[config.mk]
export PLATFORM = sky130hd
export DESIGN_NAME = prng_err_vec_gen
export DESIGN_NICKNAME = d
export VERILOG_FILES = /design/src/rtl/prng_err_vec_gen.sv
export SDC_FILE = /design/constraint.sdc
export NUM_CORES = 1
export LEC_CHECK = 0
export ABC_AREA = 0
export CAP_MARGIN = 20
export CORE_MARGIN = 2
export CORE_UTILIZATION = 45
export DETAILED_ROUTE_END_ITERATION = 7
export SLEW_MARGIN = 20
export SYNTH_ARGS = -nofsm -noshare
export SYNTH_HDL_FRONTEND = slang
export SYNTH_SLANG_ARGS = --single-unit
[constraint.sdc]
create_clock -name clk -period 9.81 [get_ports clk]
set_input_delay 1.4715 -clock clk [delete_from_list [all_inputs] [get_ports clk]]
set_output_delay 1.4715 -clock clk [all_outputs]
set_load 0.01 [all_outputs]
[src/rtl/prng_err_vec_gen.sv]
// Random error-position generator: pulls IDX_W-bit candidates from the LFSR PRNG,
// keeps T_ERR distinct positions below N_LEN and streams them out. Define
// PRNG_ERR_SORT_EN to store and emit the positions in ascending order.
module prng_err_vec_gen #(
  parameter int PRNG_DAT_W = 25,
  parameter int PRNG_TYP_W = 2,
  parameter int IDX_W      = 11,
  parameter int N_LEN      = 1800,
  parameter int T_ERR      = 27
) (
  input  logic                  clk,
  input  logic                  rst,
  input  logic                  start,
  output logic                  busy,
  output logic [PRNG_TYP_W-1:0] prng_typ_sel,
  input  logic [PRNG_DAT_W-1:0] prng_r_dat,
  output logic [IDX_W-1:0]      pos_dat,
  output logic                  pos_vld,
  input  logic                  pos_rdy,
  output logic                  done
);

  localparam int SH_W  = $clog2(IDX_W + 1);
  localparam int CNT_W = $clog2(T_ERR + 1);
  localparam logic [IDX_W:0]        N_LIM     = (IDX_W + 1)'(N_LEN);
  localparam logic [PRNG_TYP_W-1:0] TYP_HALT  = '0;
  localparam logic [PRNG_TYP_W-1:0] TYP_SHIFT = PRNG_TYP_W'(1);

  typedef enum logic [1:0] {IDLE, FILL, DRAIN} state_t;

  state_t           state;
  logic             typ_d;
  logic [SH_W-1:0]  sh_cnt;
  logic [CNT_W-1:0] acc_cnt;
  logic [CNT_W-1:0] rd_ptr;
  logic [IDX_W-1:0] err_buf [T_ERR];
  logic [IDX_W-1:0] buf_nxt [T_ERR];

  logic [IDX_W-1:0] cand;
  logic             cand_evt;
  logic             in_range;
  logic             dup_hit;
  logic             accept;
  logic             last_acc;
  logic [CNT_W-1:0] rd_nxt;
  logic [IDX_W-1:0] rd_nxt_dat;
  logic             hs;
  logic             last_hs;

  // Only the low IDX_W bits of each PRNG word feed a candidate.
  if (PRNG_DAT_W > IDX_W) begin : g_unused
    logic unused_prng_bits;
    assign unused_prng_bits = ^prng_r_dat[PRNG_DAT_W-1:IDX_W];
  end

  assign cand     = prng_r_dat[IDX_W-1:0];
  assign cand_evt = (state == FILL) && (sh_cnt == SH_W'(IDX_W));
  assign in_range = {1'b0, cand} < N_LIM;
  assign accept   = cand_evt && in_range && !dup_hit;
  assign last_acc = (acc_cnt == CNT_W'(T_ERR - 1));
  assign hs       = pos_vld && pos_rdy;
  assign last_hs  = (rd_ptr == CNT_W'(T_ERR - 1));
  assign rd_nxt   = rd_ptr + 1'b1;

  always_comb begin
    dup_hit = 1'b0;
    for (int i = 0; i < T_ERR; i++) begin
      if ((CNT_W'(i) < acc_cnt) && (err_buf[i] == cand)) dup_hit = 1'b1;
    end
  end

  always_comb begin
    rd_nxt_dat = '0;
    for (int i = 0; i < T_ERR; i++) begin
      if (CNT_W'(i) == rd_nxt) rd_nxt_dat = err_buf[i];
    end
  end

`ifdef PRNG_ERR_SORT_EN
  // Stored entries stay sorted, so the "greater than cand" flags form one
  // contiguous run that moves up by a slot to make room for cand.
  logic [T_ERR-1:0] gt;

  always_comb begin
    for (int i = 0; i < T_ERR; i++) begin
      gt[i] = (CNT_W'(i) < acc_cnt) && (err_buf[i] > cand);
    end
    buf_nxt[0] = (gt[0] || (acc_cnt == '0)) ? cand : err_buf[0];
    for (int i = 1; i < T_ERR; i++) begin
      if (gt[i-1])                             buf_nxt[i] = err_buf[i-1];
      else if (gt[i] || (CNT_W'(i) == acc_cnt)) buf_nxt[i] = cand;
      else                                     buf_nxt[i] = err_buf[i];
    end
  end
`else
  always_comb begin
    for (int i = 0; i < T_ERR; i++) begin
      buf_nxt[i] = (CNT_W'(i) == acc_cnt) ? cand : err_buf[i];
    end
  end
`endif

  always_ff @(posedge clk) begin
    if (accept) err_buf <= buf_nxt;
  end

  // The PRNG registers its command, so typ_d tells us whether the LFSR
  // actually shifts on the coming edge.
  always_ff @(posedge clk or posedge rst) begin
    if (rst) begin
      state        <= IDLE;
      busy         <= 1'b0;
      prng_typ_sel <= TYP_HALT;
      typ_d        <= 1'b0;
      sh_cnt       <= '0;
      acc_cnt      <= '0;
      rd_ptr       <= '0;
      pos_dat      <= '0;
      pos_vld      <= 1'b0;
      done         <= 1'b0;
    end else begin
      typ_d <= (prng_typ_sel == TYP_SHIFT);
      done  <= 1'b0;
      case (state)
        IDLE: begin
          if (start && !done) begin
            state        <= FILL;
            busy         <= 1'b1;
            prng_typ_sel <= TYP_SHIFT;
            acc_cnt      <= '0;
            sh_cnt       <= '0;
            rd_ptr       <= '0;
          end
        end
        FILL: begin
          if (cand_evt)   sh_cnt <= typ_d ? SH_W'(1) : '0;
          else if (typ_d) sh_cnt <= sh_cnt + 1'b1;
          if (accept) begin
            acc_cnt <= acc_cnt + 1'b1;
            if (last_acc) begin
              state        <= DRAIN;
              prng_typ_sel <= TYP_HALT;
              pos_dat      <= buf_nxt[0];
              pos_vld      <= 1'b1;
            end
          end
        end
        DRAIN: begin
          if (hs) begin
            if (last_hs) begin
              state   <= IDLE;
              pos_vld <= 1'b0;
              busy    <= 1'b0;
              done    <= 1'b1;
            end else begin
              rd_ptr  <= rd_nxt;
              pos_dat <= rd_nxt_dat;
            end
          end
        end
        default: state <= IDLE;
      endcase
    end
  end

endmodule
==> results of run 1 <==
area by class of cell:
class / count / area share, %
tap: 525 / 3.29
inverter: 19 / 0.357
multi-input combinational: 1117 / 38.8
clock buffer: 46 / 5.22
timing repair buffer: 75 / 2.91
sequential: 329 / 48.6
clock inverter: 23 / 0.820
critical path, delay by kind of cell:
family,cells,cell delay (ns)
buf+inv,3,1.66
xor+xnor,1,0.15
simple gates,5,1.45
compound gates,2,1.09
cells by family after synthesis:
family / Yosys count / synth area share (%)
buf+inv: 112 / 3.62
fa+ha+maj: 9 / 0.623
mux: 18 / 1.10
xor+xnor: 299 / 14.5
compound gates: 336 / 13.5
flops: 329 / 53.8
simple gates: 454 / 12.9
other cells: 1 / 0.0207
path summary, 6_finish.rpt:
path                                 start      endpoint  slack, ns
min in group asynchronous              rst    pos_dat[3]       1.31
setup reg to reg                 rd_ptr[0]    pos_dat[4]       4.89
hold reg to reg            prng_typ_sel[0]         typ_d       0.41
setup / recovery             prng_r_dat[8]  err_buf[259]       4.11
max in group asynchronous              rst     sh_cnt[1]       8.19
hold / removal             prng_typ_sel[0]         typ_d       0.41
layout by cell type (no fill, tap or decap), types with 7 or more instances in the layout:
master and instances:
o22ai_1 9, o221ai_1 18, a211oi_1 9, nor4_1 47, nand2b_1 14, a21oi_1 42
buf_4 46, a31oi_1 23, mux2_2 15, clkinv_2 9, nand2_1 100, o211ai_1 13
clkdlybuf4s50_1 18, xnor2_1 75, and3_1 19, buf_2 11, inv_1 15, o21ai_1 7
o31ai_1 14, clkbuf_16 40, nand3_1 41, edfxtp_1 297, a22oi_1 23, xor2_1 223
nand4_1 47, nor2_1 91, clkinv_1 10, a221oi_1 25, nor3_1 47, o311ai_0 7
ha_1 9, a22o_1 13, o21ai_0 51, dfrtp_1 32
power breakdown:
| group | leakage [nW] | switching, mW | internal [mW] | total, mW |
|---|---|---|---|---|
| clock network | 0.598 | 0.590 | 0.810 | 1.40 |
| registers | 3.06 | 0.0569 | 1.58 | 1.63 |
| logic | 3.01 | 0.306 | 0.149 | 0.456 |
sequential cells by signal, indices dropped and copies added (netlist names):
name,cells
pos_dat,11
sh_cnt,4
done,1
rd_ptr,5
prng_typ_sel,1
acc_cnt,5
busy,1
pos_vld,1
typ_d,1
state,2
err_buf,297
per-stage QoR:
stage / hold slack, ns / setup WS [ns] / power, mW
4_1_cts: 0.414 / 4.17 / 3.49
3_5_place_dp: 0.398 / 3.60 / 2.10
2_1_floorplan: 0.435 / 5.13 / 1.92
5_1_grt: 0.425 / 3.87 / 3.58
6_report: 0.407 / 4.11 / 3.49
3_3_place_gp: 0.397 / 3.69 / 2.10
layer usage:
layer	GRT usage (%)	wire [microns]
met5	0	11
met2	45.8	27700
met1	40.9	25600
met4	13.5	2970
met3	5.60	5830
==> flow_summary.yaml, run 1 <==
place:
  place.gp.congestion: 1.00
  dpl-instance-area_sq_mm: 0.0188
  dp_hpwl_microns: 43200
  place.port_buffers: 29
  placed_cells: 2065
timing:
  max_slew_margin_pct: 31.1
  fin_skew_ns: 0.0188
  max_freq_mhz: 176
  finalHoldViolCount: 0
  fin_setup_tns_ns: 0
  setup_viol_count_final: 0
  max_slew.worst_pin.slew_ns: 1.03
  finalMaxSlewViolations: 0
  fin_crit_sh_pct: 58.1
  rsz0062_at_grt: "no"
  fin_crit_ns: 5.70
final_layout:
  stdcell_count: 2134
  final_util_pct: 50.3
  num-nets-final: 1618
  seq_area_sq_mm: 0.00972
  multi_input_area_sq_mm: 0.00775
  syn2layout_area_growth_pct: 10.5
  diodes: 0
  drive_gt1_share_pct: 9.82
  final_area_sq_mm: 0.0200
  fillers: 3564
synth:
  synth-seq-cells: 329
  synth_ff_type: "edfxtp_1"
  yosys.cell_types.count: 86
  synth_commonest_cells: "edfxtp_1, xor2_1, nand2_1"
  synthCells: 1558
  synth_seq_area_share_pct: 53.8
  syn-cell-area_sq_mm: 0.0181
  yosysWarnings: 0
  synth.largest_area_cell: "edfxtp_1"
  synth_edf_count: 297
  synth_top_area_share_pct: 49.3
  avgSynthCellArea_sq_um: 11.6
  synth_most_common_cell: "edfxtp_1"
  syn_nets: 1596
  async_flop_share_pct: 9.73
  netlist_top_cells_area: "edfxtp_1, xor2_1, dfrtp_1"
clocking:
  clkSinkCount: 329
  clock_latency_ns: 0.56
  h-tree-depth: 2
  cts_made_buffers: 38
  postCtsHoldBufs: 0
  cts.clk_slew.worst_paths_ns: 0.06
  cts.path.max_buffers: 3
  cts_setup_buffers: 0
  clockRootBuffer: "clkbuf_16"
  cts_resized: 0
  cts_tree: "built"
routing:
  detail_route.vias_per_cell: 6.46
  drtPass1Iterations: 7
  routed_wirelength_microns: 62100
  num_vias: 13800
  drc_errors: 0
  drtAntennaViolNets: 0
  routedWlPerCell_microns: 29.1
  drt-initial-drc-count: 1896
floorplanning:
  rows: 73
  ios: 45
  die_area_sq_mm: 0.0418
  die_x_microns: 204
  die_y_microns: 204
  design.core.area_sq_mm: 0.0397
  start_util_pct: 45.5
critical_path:
  startpoint_type: "input port"
  worstPathRequired_ns: 10.00
  worstRegToRegCells: 12
  critical_path.cell_chain: "buf_2 > buf_4 > xnor2_1 > nand4_1 > nor4_1 > a41oi_1 > nand2_1 > a21oi_1 > nand2_1 > inv_1 > and4_1"
  max_stage_delay_ns: 0.66
  cp.arrival_ns: 5.88
  crit_top_cell: "nand2_1"
  crit_fanout: 34
  slowest_stage: "a41oi_1"
  cp-end-kind: "flop"
  criticalPathCategory: "input port to flop"
grt:
  grt_pass1_wl_microns: 90600
  overflow: 0
  grt_usage_pct: 29.7
  antenna_found_initial: 2
  grt_max_degree: 56
  grt_pass1_vias: 13400
power:
  leakage_nw: 6.67
  peakVddDrop_v: 0.0000964
  p_per_area_mw_per_mm2: 175
worst_hold_path:
  hold_path.class: "flop to flop"
  worstHoldPathCells: 0
run_status:
  status: "complete, no violations"
job:
  drv_cap: 0
No activity file was read; power rests on OpenSTA's default activity.
==> run 2, diff against run 1 <==
Clock period 9.81 ns to 4.6 ns, I/O delays scaled along.
==> run 2 against run 1 <==
  * Register-to-register slack got worse by 4.7 ns
  * First-iteration DRC count increased by 6.0%
  * Die area unchanged
  * Non-clock buffer count increased by 101
  * Count of clock-buffer cells in the layout increased by 7
==> flow_summary.yaml, run 2 (synthesis results as in run 1) <==
timing:
  fin_crit_sh_pct: 95.7
  max_freq_mhz: 227
  max_slew_margin_pct: 31.1
  finalMaxSlewViolations: 0
  rsz0062_at_grt: "no"
  fin_skew_ns: 0.0273
  max_slew.worst_pin.slew_ns: 1.03
  fin_crit_ns: 4.40
  finalHoldViolCount: 0
  setup_viol_count_final: 0
  hold_ws_ns: 0.468
  fin_setup_tns_ns: 0
final_layout:
  syn2layout_area_growth_pct: 15.5
  layout_common_cells: "edfxtp_1, xor2_1, buf_4"
  top_register: "err_buf"
  stdcell_count: 2236
  fillers: 3512
  drive_gt1_share_pct: 15.1
  largest_reg_flops: 297
  final_common_cell: "edfxtp_1"
  diodes: 0
  largestRegisters: "err_buf: 297 flops, pos_dat: 11 flops"
  num-nets-final: 1719
routing:
  routed_wirelength_microns: 64500
  drtPass1Iterations: 5
  drc_errors: 0
  drt-initial-drc-count: 2010
  detail_route.vias_per_cell: 6.41
  num_vias: 14300
  routedWlPerCell_microns: 28.9
  drtAntennaViolNets: 0
place:
  place.gp.congestion: 1.03
  placed_cells: 2166
  dp_hpwl_microns: 47800
  place.port_buffers: 29
floorplanning:
  die_area_sq_mm: 0.0418
  ios: 45
  die_y_microns: 204
  start_util_pct: 45.5
  rows: 73
  die_x_microns: 204
  design.core.area_sq_mm: 0.0397
power:
  p_per_area_mw_per_mm2: 361
  power.internal_mw: 5.49
  clkPwrFrac_pct: 39.6
  peakVddDrop_v: 0.000183
  switchingPower_mw: 2.04
  power_frac_comb_pct: 14.3
  leakage_nw: 7.19
  switching_share_pct: 27.1
  p_seq_share_pct: 46.1
grt:
  busiest_layer: "met2"
  antenna_found_initial: 0
  use_met2_pct: 47.5
  grt_usage_pct: 31.2
  overflow: 0
  grt_max_degree: 33
  use_met3_pct: 6.28
  grt_pass1_wl_microns: 94800
  grt_pass1_vias: 14000
  use_met1_pct: 43.2
clocking:
  h-tree-depth: 2
  cts.clk_slew.worst_paths_ns: 0.06
  clkSinkCount: 329
  cts_made_buffers: 38
  cts_tree: "built"
  cts_resized: 0
  postCtsHoldBufs: 0
  clockRootBuffer: "clkbuf_16"
  cts.path.max_buffers: 3
  cts_setup_buffers: 0
  clock_latency_ns: 0.58
run_status:
  status: "complete, no violations"
critical_path:
  cp.arrival_ns: 4.85
  cp-end-kind: "flop"
  startpoint_type: "flop"
  worstPathRequired_ns: 5.05
  criticalPathCategory: "flop to flop"
  crit_fanout: 13
worst_hold_path:
  hold_path.class: "flop to flop"
job:
  drv_cap: 0
==> run 2: stage by stage <==
| stage | power (mW) | utilization, % | instance area, sq um | setup slack, ns |
|---|---|---|---|---|
| 2_1_floorplan | 4.11 | - | 18100 | 0.705 |
| 3_3_place_gp | 4.56 | 49.5 | 19700 | 0.317 |
| 3_5_place_dp | 4.58 | 49.5 | 19700 | 0.289 |
| 4_1_cts | 7.53 | 52.5 | 20900 | 0.468 |
| 5_1_grt | 7.74 | 52.5 | 20900 | 0.286 |
| 6_report | 7.53 | 52.5 | 20900 | 0.199 |
==> run 2: final timing paths <==
check | from | to | slack (ns) | cells past startpoint
max | rd_ptr[0] | pos_dat[1] | 0.20 | 10
max in group asynchronous | rst | rd_ptr[0] | 3.75 | 3
min reg2reg | prng_typ_sel[0] | typ_d | 0.47 | 0
min in group asynchronous | rst | prng_typ_sel[0] | 0.53 | 3
max reg2reg | rd_ptr[0] | pos_dat[1] | 0.20 | 10
min | prng_typ_sel[0] | typ_d | 0.47 | 0
==> run 2: layout make-up <==
type / instances / area (sq um) / share of cell area (%)
multi-input cells: 1117 / 7750 / 37.1
repair buffers: 176 / 1460 / 7.01
clock inverters: 17 / 114 / 0.545
well taps: 525 / 657 / 3.15
flip-flops and latches: 329 / 9720 / 46.6
inverters: 19 / 71.3 / 0.342
clock buffers: 53 / 1100 / 5.27
==> run 2: critical path: stages, from the launching register on <==
cell and delay, ns:
dfrtp_1 0.51, inv_1 0.15, ha_1 0.61, inv_1 0.56
nand2_1 0.40, nor3_1 0.23, a221oi_1 0.64, o2111ai_1 0.27
a21oi_1 0.44, o21bai_1 0.17, mux2_2 0.29
==> run 2: power groups by stage <==
stage	logic [mW]	registers [mW]	clock network, mW
4_1_cts	1.06	3.47	3.01
6_report	1.08	3.47	2.98
5_1_grt	1.15	3.48	3.11
3_5_place_dp	1.05	3.53	0
2_1_floorplan	0.618	3.49	0
3_3_place_gp	1.03	3.53	0
==> run 2: metal layers <==
metal | wire length [microns] | part of all wire [%] | up-vias
met5 | 0 | 0 | -
met3 | 6090 | 9.4 | 174
met4 | 2950 | 4.6 | 0
li1 | - | - | 6201
met2 | 28800 | 45 | 878
met1 | 26700 | 41 | 7086
